### config.mk
export PLATFORM = sky130hd
export DESIGN_NAME = text_buffer_ctrl
export DESIGN_NICKNAME = d
export VERILOG_FILES = /design/src/rtl/text_buffer_ctrl.sv
export SDC_FILE = /design/constraint.sdc
export NUM_CORES = 2
export LEC_CHECK = 0
export BUFFER_PORTS_ARGS = -buffer_cell sky130_fd_sc_hd__buf_2
export CORE_MARGIN = 3
export CORE_UTILIZATION = 57
export DETAILED_ROUTE_END_ITERATION = 8
export GPL_ROUTABILITY_DRIVEN = 0
export GPL_TIMING_DRIVEN = 0
export PLACE_DENSITY = 0.76
export REMOVE_ABC_BUFFERS = 1
export SETUP_SLACK_MARGIN = 0.15
export SLEW_MARGIN = 30
export SYNTH_ARGS = -nofsm -noshare
export SYNTH_HDL_FRONTEND = slang
export SYNTH_SLANG_ARGS = --single-unit
### constraint.sdc
create_clock -name clk -period 11.1 [get_ports clk]
set_clock_uncertainty 0.05 [all_clocks]
set_input_delay 0.555 -clock clk [delete_from_list [all_inputs] [get_ports clk]]
set_output_delay 0.555 -clock clk [all_outputs]
set_load 0.1 [all_outputs]
### src/rtl/text_buffer_ctrl.sv
// Character-buffer controller: merges two byte sources into a ROWS x COLS screen RAM.
// Handles the CR/LF/BS/FF control codes and provides a registered read port for the text generator.
module text_buffer_ctrl #(
    parameter int unsigned COLS      = 32,
    parameter int unsigned ROWS      = 8,
    parameter int unsigned DATA_W    = 8,
    parameter int unsigned WRAP_MODE = 0
) (
    input  logic                     clk,
    input  logic                     reset,
    input  logic                     ch0_valid,
    input  logic [DATA_W-1:0]        ch0_data,
    output logic                     ch0_ready,
    input  logic                     ch1_valid,
    input  logic [DATA_W-1:0]        ch1_data,
    output logic                     ch1_ready,
    input  logic                     clear,
    input  logic [$clog2(ROWS)-1:0]  rd_row,
    input  logic [$clog2(COLS)-1:0]  rd_col,
    output logic [DATA_W-1:0]        rd_data,
    output logic [$clog2(ROWS)-1:0]  cursor_row,
    output logic [$clog2(COLS)-1:0]  cursor_col,
    output logic [DATA_W-1:0]        last_char,
    output logic                     char_stb,
    output logic                     busy,
    output logic                     full
);

    localparam int unsigned ROW_W  = $clog2(ROWS);
    localparam int unsigned COL_W  = $clog2(COLS);
    localparam int unsigned CELLS  = ROWS * COLS;
    localparam int unsigned ADDR_W = $clog2(CELLS);

    localparam logic [DATA_W-1:0] SPACE   = DATA_W'(8'h20);
    localparam logic [7:0]        CODE_BS = 8'h08;
    localparam logic [7:0]        CODE_LF = 8'h0A;
    localparam logic [7:0]        CODE_FF = 8'h0C;
    localparam logic [7:0]        CODE_CR = 8'h0D;

    typedef enum logic {
        ST_CLEAR = 1'b0,
        ST_IDLE  = 1'b1
    } state_t;

    state_t              state_q, state_d;
    logic [ADDR_W-1:0]   fill_q, fill_d;
    logic [ROW_W-1:0]    row_q, row_d;
    logic [COL_W-1:0]    col_q, col_d;
    logic                full_q, full_d;
    logic [DATA_W-1:0]   last_char_q, last_char_d;
    logic                char_stb_q, char_stb_d;
    logic [DATA_W-1:0]   rd_data_q, rd_data_d;

    logic [DATA_W-1:0]   mem_q [CELLS];

    logic                we;
    logic [ADDR_W-1:0]   wr_addr;
    logic [DATA_W-1:0]   wr_data;
    logic                do_newline;

    logic                idle;
    logic                ch0_acc;
    logic                ch1_acc;
    logic                accept;
    logic [DATA_W-1:0]   in_byte;
    logic [7:0]          code;
    logic                printable;
    logic [ADDR_W-1:0]   cursor_addr;
    logic [ADDR_W-1:0]   rd_addr;
    logic                rd_in_range;

    // Handshake: ch0 always wins, and a clear request blocks both sources
    assign idle      = (state_q == ST_IDLE);
    assign ch0_ready = idle & ~clear;
    assign ch1_ready = idle & ~clear & ~ch0_valid;
    assign ch0_acc   = ch0_valid & ch0_ready;
    assign ch1_acc   = ch1_valid & ch1_ready;
    assign accept    = ch0_acc | ch1_acc;
    assign in_byte   = ch0_acc ? ch0_data : ch1_data;
    assign code      = 8'(in_byte);
    assign printable = (code >= 8'h20) && (code <= 8'h7E);

    assign cursor_addr = ADDR_W'(ADDR_W'(row_q) * ADDR_W'(COLS)) + ADDR_W'(col_q);
    assign rd_addr     = ADDR_W'(ADDR_W'(rd_row) * ADDR_W'(COLS)) + ADDR_W'(rd_col);
    assign rd_in_range = ({1'b0, rd_row} < (ROW_W+1)'(ROWS)) &&
                         ({1'b0, rd_col} < (COL_W+1)'(COLS));

    // Next-state, cursor and RAM write-port decode
    always_comb begin
        state_d     = state_q;
        fill_d      = fill_q;
        row_d       = row_q;
        col_d       = col_q;
        full_d      = full_q;
        last_char_d = last_char_q;
        char_stb_d  = 1'b0;
        we          = 1'b0;
        wr_addr     = cursor_addr;
        wr_data     = SPACE;
        do_newline  = 1'b0;

        case (state_q)
            ST_CLEAR: begin
                we      = 1'b1;
                wr_addr = fill_q;
                row_d   = '0;
                col_d   = '0;
                full_d  = 1'b0;
                if (fill_q == ADDR_W'(CELLS - 1)) begin
                    state_d = ST_IDLE;
                    fill_d  = '0;
                end else begin
                    fill_d = fill_q + ADDR_W'(1);
                end
            end

            ST_IDLE: begin
                if (clear || (accept && code == CODE_FF)) begin
                    state_d = ST_CLEAR;
                    fill_d  = '0;
                    row_d   = '0;
                    col_d   = '0;
                    full_d  = 1'b0;
                end else if (accept) begin
                    if (printable) begin
                        if (!full_q) begin
                            we          = 1'b1;
                            wr_data     = in_byte;
                            last_char_d = in_byte;
                            char_stb_d  = 1'b1;
                            if (col_q != COL_W'(COLS - 1)) begin
                                col_d = col_q + COL_W'(1);
                            end else begin
                                do_newline = 1'b1;
                            end
                        end
                    end else if (code == CODE_CR) begin
                        col_d = '0;
                    end else if (code == CODE_LF) begin
                        do_newline = 1'b1;
                    end else if (code == CODE_BS) begin
                        full_d = 1'b0;
                        // Previous cell is always cursor_addr-1 in row-major order
                        if (col_q != '0) begin
                            col_d   = col_q - COL_W'(1);
                            we      = 1'b1;
                            wr_addr = cursor_addr - ADDR_W'(1);
                        end else if (row_q != '0) begin
                            row_d   = row_q - ROW_W'(1);
                            col_d   = COL_W'(COLS - 1);
                            we      = 1'b1;
                            wr_addr = cursor_addr - ADDR_W'(1);
                        end
                    end
                end
            end

            default: begin
                state_d = ST_CLEAR;
                fill_d  = '0;
            end
        endcase

        // Shared end-of-line handling for printables and LF
        if (do_newline) begin
            if (row_q != ROW_W'(ROWS - 1)) begin
                row_d = row_q + ROW_W'(1);
                col_d = '0;
            end else if (WRAP_MODE == 0) begin
                row_d = '0;
                col_d = '0;
            end else begin
                row_d  = ROW_W'(ROWS - 1);
                col_d  = COL_W'(COLS - 1);
                full_d = 1'b1;
            end
        end

        // Blank the read port while the screen is being wiped
        rd_data_d = (idle && rd_in_range) ? mem_q[rd_addr] : SPACE;
    end

    always_ff @(posedge clk or posedge reset) begin
        if (reset) begin
            state_q     <= ST_CLEAR;
            fill_q      <= '0;
            row_q       <= '0;
            col_q       <= '0;
            full_q      <= 1'b0;
            last_char_q <= '0;
            char_stb_q  <= 1'b0;
            rd_data_q   <= SPACE;
        end else begin
            state_q     <= state_d;
            fill_q      <= fill_d;
            row_q       <= row_d;
            col_q       <= col_d;
            full_q      <= full_d;
            last_char_q <= last_char_d;
            char_stb_q  <= char_stb_d;
            rd_data_q   <= rd_data_d;
        end
    end

    // Screen RAM: contents are initialised by the CLEAR sweep, not by reset
    always_ff @(posedge clk) begin
        if (we) begin
            mem_q[wr_addr] <= wr_data;
        end
    end

    assign rd_data    = rd_data_q;
    assign cursor_row = row_q;
    assign cursor_col = col_q;
    assign last_char  = last_char_q;
    assign char_stb   = char_stb_q;
    assign busy       = ~idle;
    assign full       = full_q;

endmodule

==> results.cfg <==
[cells_and_area]
layout_common_cells = 2048 x edfxtp_1, 410 x mux4_2, 277 x mux2i_1
fin_cells = 6630
fillers = 9061
final_cell_area_mm2 = 0.0938
area_growth_pct = 13.5
layout.cells.most_common = edfxtp_1
regArea_mm2 = 0.0624
finalNetCount = 4604
fin_util_pct = 65.2
multi_input_area_mm2 = 0.0201
drive_above_1_share_pct = 20.7

[sta]
setup_slack_ns = 5.73
finalSetupTns_ns = 0
hold-worst-slack_ns = 0.0818
slew_headroom_pct = 26.6
rsz0062_at_grt = no
clock.fmax_mhz = 186
slew_viol_final = 0
worst_slew_pin_slew_ns = 1.09
setup_viol = 0
fin_crit_ns = 5.37
fin_crit_sh_pct = 48.4
final-hold-violation-count = 0

[synthesis]
synth_top_cell_by_area = edfxtp_1
synth_seq_area_share_pct = 75.5
syn_avg_cell_area_um2 = 19.7
ys_seq_elements = 2082
synth_top_area_share_pct = 74.4
synthCells = 4199
ys_types = 94
synth_area_mm2 = 0.0826
synth.area.top_cells = edfxtp_1 74%, mux4_2 11%, mux2i_1 3.4%
yosys_warnings = 0
ys_async_sr_fraction_pct = 1.63
synth-main-ff-cell = edfxtp_1
synth-edff-count = 2048

[floorplan]
fp-row-count = 139
die_y_um = 387
io_pins = 58
start_util_pct = 57.5
die_area_mm2 = 0.150
core_area_mm2 = 0.144
dieWidth_um = 387

[clock_network]
cts_tree = done
htree_levels = 4
cts_buffers = 196
post_cts_buffers = 0
clkLatencyLatePin_ns = 0.82
clk_pin_slew_ns = 0.06
clockBufferDepth = 3
root_buffer = clkbuf_16
clock_sinks = 2082

[setup_path]
cp_max_fo = 38
start_kind = flop
critical_path_arrival_ns = 5.76
required_ns = 11.49
end_kind = flop
critPathKind = flop to flop

[routing]
num_vias = 43300
drtIter0Drc = 6117
wl_per_cell_um = 30.8
drt_first_pass_iters = 6
routed_wl_mm = 204
drc = 0
via_per_inst = 6.53
drtAntennaViolNets = 0

[global_routing]
overflow = 0
grt_usage_pct = 27.4
grt_pass1_vias = 43200
grt_max_degree = 79
antenna_found_initial = 9
grt_pass1_wl_mm = 297

[run_status]
outcome = completed

[placed_design]
dpl.cell_count = 6270
place_area_mm2 = 0.0876
pre_cts_slack_ns = 5.18
portBuffers = 56
hpwl_mm = 128

[power_and_ir_drop]
power_mw = 17.1
power_density_mw_per_mm2 = 183
power_leakage_nw = 29.1
vdd_drop_max_mv = 0.188

[flow_run]
maxCapViolCount = 0

[worst_hold_path]
hold_path.class = primary input to flop
-- synth_stat cells (39+ instances only) --
cell type / n
a21oi_1: 86
a22oi_1: 39
buf_2: 70
buf_4: 43
clkbuf_1: 99
edfxtp_1: 2048
mux2i_1: 277
mux4_2: 410
nand2_1: 146
nor2_1: 272
nor2_2: 40
o21ai_0: 50
o221ai_1: 109
o22ai_1: 58
-- worst paths after layout --
check,depth (start not counted),slack [ns],endpoint,from
worst min-delay path,3,0.08,fill_q[1]$_DFFE_PP0N_,clear
worst max-delay path,7,5.73,mem_q[48][1]$_DFFE_PP_,idle$_DFF_PP0_
worst max register to register,7,5.73,mem_q[48][1]$_DFFE_PP_,idle$_DFF_PP0_
worst min register to register,1,0.44,last_char[1]$_DFFE_PP0P_,last_char[1]$_DFFE_PP0P_
max in group asynchronous,4,10.27,rd_data[5]$_DFF_PP1_,reset
min in group asynchronous,3,0.20,cursor_col[0]$_DFFE_PP0P_,reset
-- where the power goes --
group	internal (mW)	total (mW)	switching [mW]
combinational	0.483	1.76	1.27
sequential	8.81	8.90	0.0918
clock	3.64	6.46	2.82
total	12.9	17.1	4.18
-- registers in the layout (all words and copies together) (netlist names) --
signal	count
char_stb	1
rd_data	8
last_char	8
mem_q	2048
idle	1
fill_q	8
cursor_col	5
cursor_row	3
-- critical path, cell delays in order (launching register included) --
cell and delay (ns):
dfrtp_2 0.87, and3b_1 0.60, nand4_4 0.32, a2111oi_0 0.78
a211o_1 0.25, and3b_1 0.78, nand2_2 0.47, nor2_1 0.83
-- logic make-up after synthesis --
kind of cell               synth area share, %
buffers and inverters                     1.63
AOI/OAI and AO/OA                         4.40
muxes                                     14.6
and+or+nand+nor                           3.76
DFF                                       75.5
other                                  0.00454
adders and majority gates                0.136
xor gates and xnor gates                0.0424
-- per-layer routing --
layer  routed length [um]  track usage (%)  vias to the layer above
met5                   55                0                        -
met4                 9010             11.3                        8
met3                22500             6.18                      446
met2                96600             42.1                     2664
met1                75800             38.5                    22300
li1                     -                -                    17900
-- repair_timing --
action                     CTS  global route
setup endpoints to repair    0             0
hold buffers                 1             0
hold endpoints to repair    33             0
resized for setup            0             0
-- layout make-up --
cell class | instances | share of cell area [%]
inverter | 21 | 0.0974
multi-input combinational | 2103 | 21.4
timing repair buffer | 162 | 2.85
clock buffer | 251 | 5.60
clock inverter | 104 | 0.949
tap | 1903 | 2.54
antenna | 4 | 0.0107
sequential | 2082 | 66.5
No activity file was read; power rests on OpenSTA's default activity.
